**config.mk**
```make
export PLATFORM = sky130hd
export DESIGN_NAME = error_stream_multi
export DESIGN_NICKNAME = d
export VERILOG_FILES = /design/src/rtl/error_stream_pkg.sv /design/src/rtl/xoroshiro128p_core.sv /design/src/rtl/error_stream_multi.sv
export SDC_FILE = /design/constraint.sdc
export NUM_CORES = 1
export LEC_CHECK = 0
export CAP_MARGIN = 20
export CORE_ASPECT_RATIO = 1.2
export CORE_UTILIZATION = 50
export DETAILED_ROUTE_END_ITERATION = 16
export GPL_TIMING_DRIVEN = 0
export PLACE_DENSITY_LB_ADDON = 0.08
export SLEW_MARGIN = 20
export SYNTH_ARGS = -nofsm -noshare
export SYNTH_HDL_FRONTEND = slang
export SYNTH_SLANG_ARGS = --single-unit
```
**constraint.sdc**
```tcl
create_clock -name clk -period 6.15 [get_ports clk]
set_clock_uncertainty 0.05 [all_clocks]
set_input_delay 0.9225 -clock clk [delete_from_list [all_inputs] [get_ports clk]]
set_output_delay 0.9225 -clock clk [all_outputs]
set_load 0.05 [all_outputs]
```
**src/rtl/error_stream_pkg.sv**
```systemverilog
// rtl/error_stream_pkg.sv - shared types, constants and helpers for the error stream generator
package error_stream_pkg;

  // xoroshiro128+ rotate/shift constants (a, b, c)
  localparam int ROT_A   = 24;
  localparam int SHIFT_B = 16;
  localparam int ROT_C   = 37;

  // default geometry of the generator
  localparam int DEF_NUM_CHANNELS       = 4;
  localparam int DEF_MEASUREMENT_ROUNDS = 5;
  localparam int DEF_THRESHOLD_WIDTH    = 16;

  typedef enum logic [1:0] {
    SEED  = 2'd0,
    FILL  = 2'd1,
    STALL = 2'd2
  } state_t;

  // 64-bit rotate left by a constant amount
  function automatic logic [63:0] rotl64(input logic [63:0] x, input int n);
    return (x << n) | (x >> (64 - n));
  endfunction

endpackage

```
**src/rtl/xoroshiro128p_core.sv**
```systemverilog
// rtl/xoroshiro128p_core.sv - xoroshiro128+ PRNG state with load-over-step priority
module xoroshiro128p_core
  import error_stream_pkg::*;
(
  input  logic        clk,
  input  logic        reset_n,
  input  logic        load,
  input  logic [63:0] s0_in,
  input  logic [63:0] s1_in,
  input  logic        step,
  output logic [63:0] r
);

  logic [63:0] s0;
  logic [63:0] s1;
  logic [63:0] t;

  // output is the sum of the two state words, valid before the step
  assign r = s0 + s1;
  assign t = s1 ^ s0;

  // seed load wins over a step; otherwise advance one draw when asked
  always_ff @(posedge clk or negedge reset_n) begin
    if (!reset_n) begin
      s0 <= '0;
      s1 <= '0;
    end else if (load) begin
      s0 <= s0_in;
      s1 <= s1_in;
    end else if (step) begin
      s0 <= rotl64(s0, ROT_A) ^ t ^ (t << SHIFT_B);
      s1 <= rotl64(t, ROT_C);
    end
  end

endmodule

```
**src/rtl/error_stream_multi.sv**
```systemverilog
// rtl/error_stream_multi.sv - multi-channel error frame generator with valid/ready output
module error_stream_multi
  import error_stream_pkg::*;
#(
  parameter int NUM_CHANNELS       = DEF_NUM_CHANNELS,
  parameter int MEASUREMENT_ROUNDS = DEF_MEASUREMENT_ROUNDS,
  parameter int THRESHOLD_WIDTH    = DEF_THRESHOLD_WIDTH
) (
  input  logic                                                  clk,
  input  logic                                                  reset_n,
  input  logic [63:0]                                           s0_initial,
  input  logic [63:0]                                           s1_initial,
  input  logic [THRESHOLD_WIDTH-1:0]                            error_threshold,
  input  logic                                                  enable,
  output logic                                                  error_valid,
  input  logic                                                  error_ready,
  output logic [NUM_CHANNELS*MEASUREMENT_ROUNDS-1:0]            error_stream,
  output logic [$clog2(NUM_CHANNELS*MEASUREMENT_ROUNDS+1)-1:0]  error_count,
  output logic [15:0]                                           frame_id
);

  localparam int TOTAL = NUM_CHANNELS * MEASUREMENT_ROUNDS;
  localparam int CNT_W = $clog2(TOTAL + 1);
  localparam int IDX_W = (TOTAL > 1) ? $clog2(TOTAL) : 1;

  state_t                     state;
  logic [IDX_W-1:0]           k;
  logic [TOTAL-1:0]           buffer;
  logic [CNT_W-1:0]           count;
  logic [THRESHOLD_WIDTH-1:0] thr;
  logic [15:0]                next_id;

  logic [63:0]                r;
  logic                       hit;
  logic                       last;
  logic                       slot_free;
  logic                       fill_go;
  logic [TOTAL-1:0]           hit_mask;
  logic [CNT_W-1:0]           hit_inc;
  logic                       unused_r;

  // only the top bits of each draw take part in the compare
  assign unused_r  = ^r;
  assign hit       = r[63 -: THRESHOLD_WIDTH] < thr;
  assign last      = (k == IDX_W'(TOTAL - 1));
  assign slot_free = !error_valid || error_ready;
  assign fill_go   = (state == FILL) && enable;
  assign hit_inc   = CNT_W'(hit);

  // place the current compare result at its frame position
  always_comb begin
    hit_mask    = '0;
    hit_mask[k] = hit;
  end

  xoroshiro128p_core u_prng (
    .clk     (clk),
    .reset_n (reset_n),
    .load    (state == SEED),
    .s0_in   (s0_initial),
    .s1_in   (s1_initial),
    .step    (fill_go),
    .r       (r)
  );

  // frame fill, stall and output handshake state machine
  always_ff @(posedge clk or negedge reset_n) begin
    if (!reset_n) begin
      state        <= SEED;
      k            <= '0;
      buffer       <= '0;
      count        <= '0;
      thr          <= '0;
      next_id      <= '0;
      error_valid  <= 1'b0;
      error_stream <= '0;
      error_count  <= '0;
      frame_id     <= '0;
    end else begin
      // a consumed frame drops valid unless a new one lands this same cycle
      if (error_valid && error_ready) begin
        error_valid <= 1'b0;
      end
      case (state)
        SEED: begin
          thr    <= error_threshold;
          k      <= '0;
          buffer <= '0;
          count  <= '0;
          state  <= FILL;
        end
        FILL: begin
          if (enable) begin
            if (last && slot_free) begin
              error_stream <= buffer | hit_mask;
              error_count  <= count + hit_inc;
              frame_id     <= next_id;
              error_valid  <= 1'b1;
              next_id      <= next_id + 16'd1;
              k            <= '0;
              buffer       <= '0;
              count        <= '0;
              thr          <= error_threshold;
            end else if (last) begin
              buffer <= buffer | hit_mask;
              count  <= count + hit_inc;
              state  <= STALL;
            end else begin
              buffer <= buffer | hit_mask;
              count  <= count + hit_inc;
              k      <= k + IDX_W'(1);
            end
          end
        end
        STALL: begin
          if (error_ready) begin
            error_stream <= buffer;
            error_count  <= count;
            frame_id     <= next_id;
            error_valid  <= 1'b1;
            next_id      <= next_id + 16'd1;
            k            <= '0;
            buffer       <= '0;
            count        <= '0;
            thr          <= error_threshold;
            state        <= FILL;
          end
        end
        default: begin
          state <= SEED;
        end
      endcase
    end
  end

endmodule

```
==> results.sh <==
export IMPL_synth_edf_count=0
export IMPL_cts_tree="yes"
export IMPL_initial_utilization_pct=51.4
export IMPL_n_antenna_cell=0
export IMPL_maxCapViolations=0
export IMPL_endpoint_kind="flop"
export IMPL_tns_ps=0
export IMPL_worst_pin_slew_ps=1020
export IMPL_grt_ovfl_total=0
export IMPL_area_growth_pct=23.6
export IMPL_clockBufferDepth=3
export IMPL_final_seq_area_mm2=0.00586
export IMPL_grt_pass1_wl_mm=70.3
export IMPL_syn_area_mm2=0.0141
export IMPL_via_per_inst=5.71
export IMPL_grt_max_degree=97
export IMPL_ys_seq_area_share_pct=41.6
export IMPL_crit_type="flop to flop"
export IMPL_dieArea_mm2=0.0289
export IMPL_n_fill_cell=2356
export IMPL_syn_instance_count=1463
export IMPL_clock_fmax_mhz=169
export IMPL_path_cells="ha_1, nand4_1, or4_1, or4_1, or3_4, nand4_2, a31oi_4, o21a_1, o311a_1, ha_1, nand4_1, nor2_2, a21oi_1, o21ai_2, a211o_1, nor3b_2, buf_6, inv_2, ha_1, ha_2, nand3_1, nor2_1, xnor2_1, o21ai_1"
export IMPL_wire_per_inst_um=22.6
export IMPL_max_slew_margin_rel_pct=32.0
export IMPL_cp_slowest_cell="ha_1"
export IMPL_required_ps=6490
export IMPL_drive_above_1_share_pct=7.40
export IMPL_synth_top_area_share_pct=41.6
export IMPL_share_comb_of_total_power_pct=64.6
export IMPL_power_density_mw_per_mm2=683
export IMPL_multi_input_area_mm2=0.00785
export IMPL_p_int_w=0.00608
export IMPL_drc=0
export IMPL_p_sw_share_pct=48.9
export IMPL_fp_dieW_um=155
export IMPL_instances_no_fill=2064
export IMPL_seq_power_share_pct=22.7
export IMPL_grtUsageTotal_pct=32.8
export IMPL_synth_flop_cell="dfrtp_1"
export IMPL_num_vias=11800
export IMPL_antenna_left=0
export IMPL_timing_hold_ws_ps=278
export IMPL_synth_async_reset_ratio_pct=100
export IMPL_layout_setup_ws_ps=242
export IMPL_place_hpwl_mm=36.1
export IMPL_row_count=66
export IMPL_cts_made_buffers=26
export IMPL_hold_buffers=0
export IMPL_ir_drop_v=0.000327
export IMPL_slew_viol_final=0
export IMPL_place_congestion=0.993
export IMPL_synth_nets=1700
export IMPL_grt_pass1_vias=12000
export IMPL_ioPinCount=190
export IMPL_routed_wl_mm=46.6
export IMPL_antenna_found_initial=0
export IMPL_p_leak_nw=7.85
export IMPL_path_max_fanout=8
export IMPL_p_switching_w=0.00582
export IMPL_clock_latency_ps=550
export IMPL_first_iter_violations=666
export IMPL_cts_sinks=234
export IMPL_synth_cell_types=63
export IMPL_htree_num_levels=1
export IMPL_max_stage_delay_ps=550
export IMPL_cts_root_buf="clkbuf_16"
export IMPL_hold_class="input pin to asynchronous set/reset pin"
export IMPL_setup_viol_count_final=0
export IMPL_critPathArrivalTime_ps=6240
export IMPL_min_period_ps=5910
export IMPL_synthTopCellsByArea="dfrtp_1 42%, ha_1 7.9%, o21ai_1 5.9%, xnor2_1 5.6%, nand2_1 5.4%"
export IMPL_syn_avg_cell_area_um2=9.63
export IMPL_rsz0062_at_grt="no"
export IMPL_die_y_um=186
export IMPL_portBuffers=189
export IMPL_status="completed"
export IMPL_crit_top_cell="ha_1"
export IMPL_yosys_warnings=0
export IMPL_core_mm2=0.0274
export IMPL_power_frac_clock_pct=12.7
export IMPL_fin_crit_sh_pct=96.1
export IMPL_hold_violations=0
export IMPL_synth_seq_cells=234
export IMPL_fin_nets=1910
export IMPL_clk_pin_slew_ps=60
export IMPL_start_kind="flop"
export IMPL_yosysTopAreaCell="dfrtp_1"
export IMPL_placed_cells=2029
export IMPL_drtPass1Iterations=4
export IMPL_pre_cts_ws_ps=-592
[kinds of logic (layout without fill, tap and decap cells)]
group	after synthesis	count (layout)	share of synthesized area, %
compound gates	323	323	13.3
xor+xnor	144	144	8.95
fa+ha+maj	89	89	7.90
buf+inv	132	359	3.57
flops	234	234	41.6
mux	166	166	12.6
simple gates	375	375	12.1
[worst paths after layout]
path,to,cells past startpoint,slack [ps],startpoint
worst max-delay path,error_count[4]$_DFFE_PN0P_,24,240,u_prng.s0[39]$_DFFE_PN0P_
worst min-delay path,thr[12]$_DFFE_PN0P_,1,280,reset_n
worst max register to register,error_count[4]$_DFFE_PN0P_,24,240,u_prng.s0[39]$_DFFE_PN0P_
worst min register to register,next_id[15]$_DFFE_PN0P_,1,420,next_id[15]$_DFFE_PN0P_
max in group asynchronous,error_count[4]$_DFFE_PN0P_,2,4930,reset_n
min in group clk,next_id[15]$_DFFE_PN0P_,1,420,next_id[15]$_DFFE_PN0P_
[stage by stage]
stage | instance area, um2 | total power [W] | util [%]
5_1_grt | 17400 | 0.0127 | 63.5
3_5_place_dp | 16500 | 0.0101 | 60.3
6_report | 17400 | 0.0119 | 63.5
3_3_place_gp | 16500 | 0.00991 | 60.0
4_1_cts | 17300 | 0.0117 | 63.2
2_1_floorplan | 14100 | 0.00772 | -
[flip-flops by register name, summed over array words and instances, names as in the netlist]
register and flops:
u_prng.s0 64, u_prng.s1 64, buffer 20, error_stream 20, frame_id 16, next_id 16, thr 16, count 5
error_count 5, k 5, state 2, error_valid 1
[cells in the mapped netlist, drive strengths merged, types with 10 or more instances]
library cell / n
dfrtp: 234
nand2: 201
o21ai: 183
mux2: 96
xnor2: 90
ha: 89
clkbuf: 75
mux2i: 70
a21oi: 55
xor2: 54
nor2: 51
nand3: 38
inv: 37
buf: 20
nand4: 17
a21o: 14
nor3: 13
and3: 10
[routing by layer]
metal	vias up	GRT usage, %	wire (um)
met5	-	0	0
met1	5747	38.9	18500
met2	387	57.5	23000
met4	0	16.1	2270
met3	103	5.77	2860
li1	5542	-	-
[power by group through the flow]
stage	clock network, W	registers (W)	logic [W]
CTS	0.00154	0.00267	0.00748
global placement	0	0.00268	0.00723
global route	0.00160	0.00274	0.00832
detailed placement	0	0.00269	0.00741
finish	0.00151	0.00270	0.00769
floorplan	0	0.00247	0.00525
[layout by cell type, fill, tap and decap left out, types with 8 or more instances in the layout]
cell type          n
a211oi_1           9
a21o_1            14
a21oi_1           54
and3_1            10
buf_1             14
clkbuf_1          69
clkbuf_16         27
clkdlybuf4s50_1  188
dfrtp_1          234
ha_1              78
inv_1             35
mux2_1            48
mux2_2            48
mux2i_1           70
nand2_1          201
nand3_1           38
nand4_1           15
nor2_1            50
nor3_1            13
o211ai_1           9
o21ai_0           15
o21ai_1          167
o31ai_1            8
xnor2_1           90
xor2_1            54
[repair_timing]
action,4_1_cts,5_1_grt
gates resized for setup,11,17
setup buffers,0,1
pin swaps,0,1
hold endpoints to repair,0,0
setup endpoints to repair,10,8
[final cells by class]
class / count / area share, %
inverter: 37 / 0.797
timing repair buffer: 193 / 11.3
sequential: 234 / 33.6
multi-input combinational: 1097 / 45.1
clock buffer: 37 / 4.38
buffer: 84 / 1.88
clock inverter: 8 / 0.251
tap: 374 / 2.69
[worst max-delay path, delay by kind of cell (launching register included)]
family                   cells  cell delay, ps
AO/OA/AOI/OAI                7            1380
XOR/XNOR                     1             140
flip-flops                   1             420
adder cells (fa/ha/maj)      4            1260
buffers and inverters        2             180
AND/OR/NAND/NOR             10            2300
No activity file was read; power rests on OpenSTA's default activity.
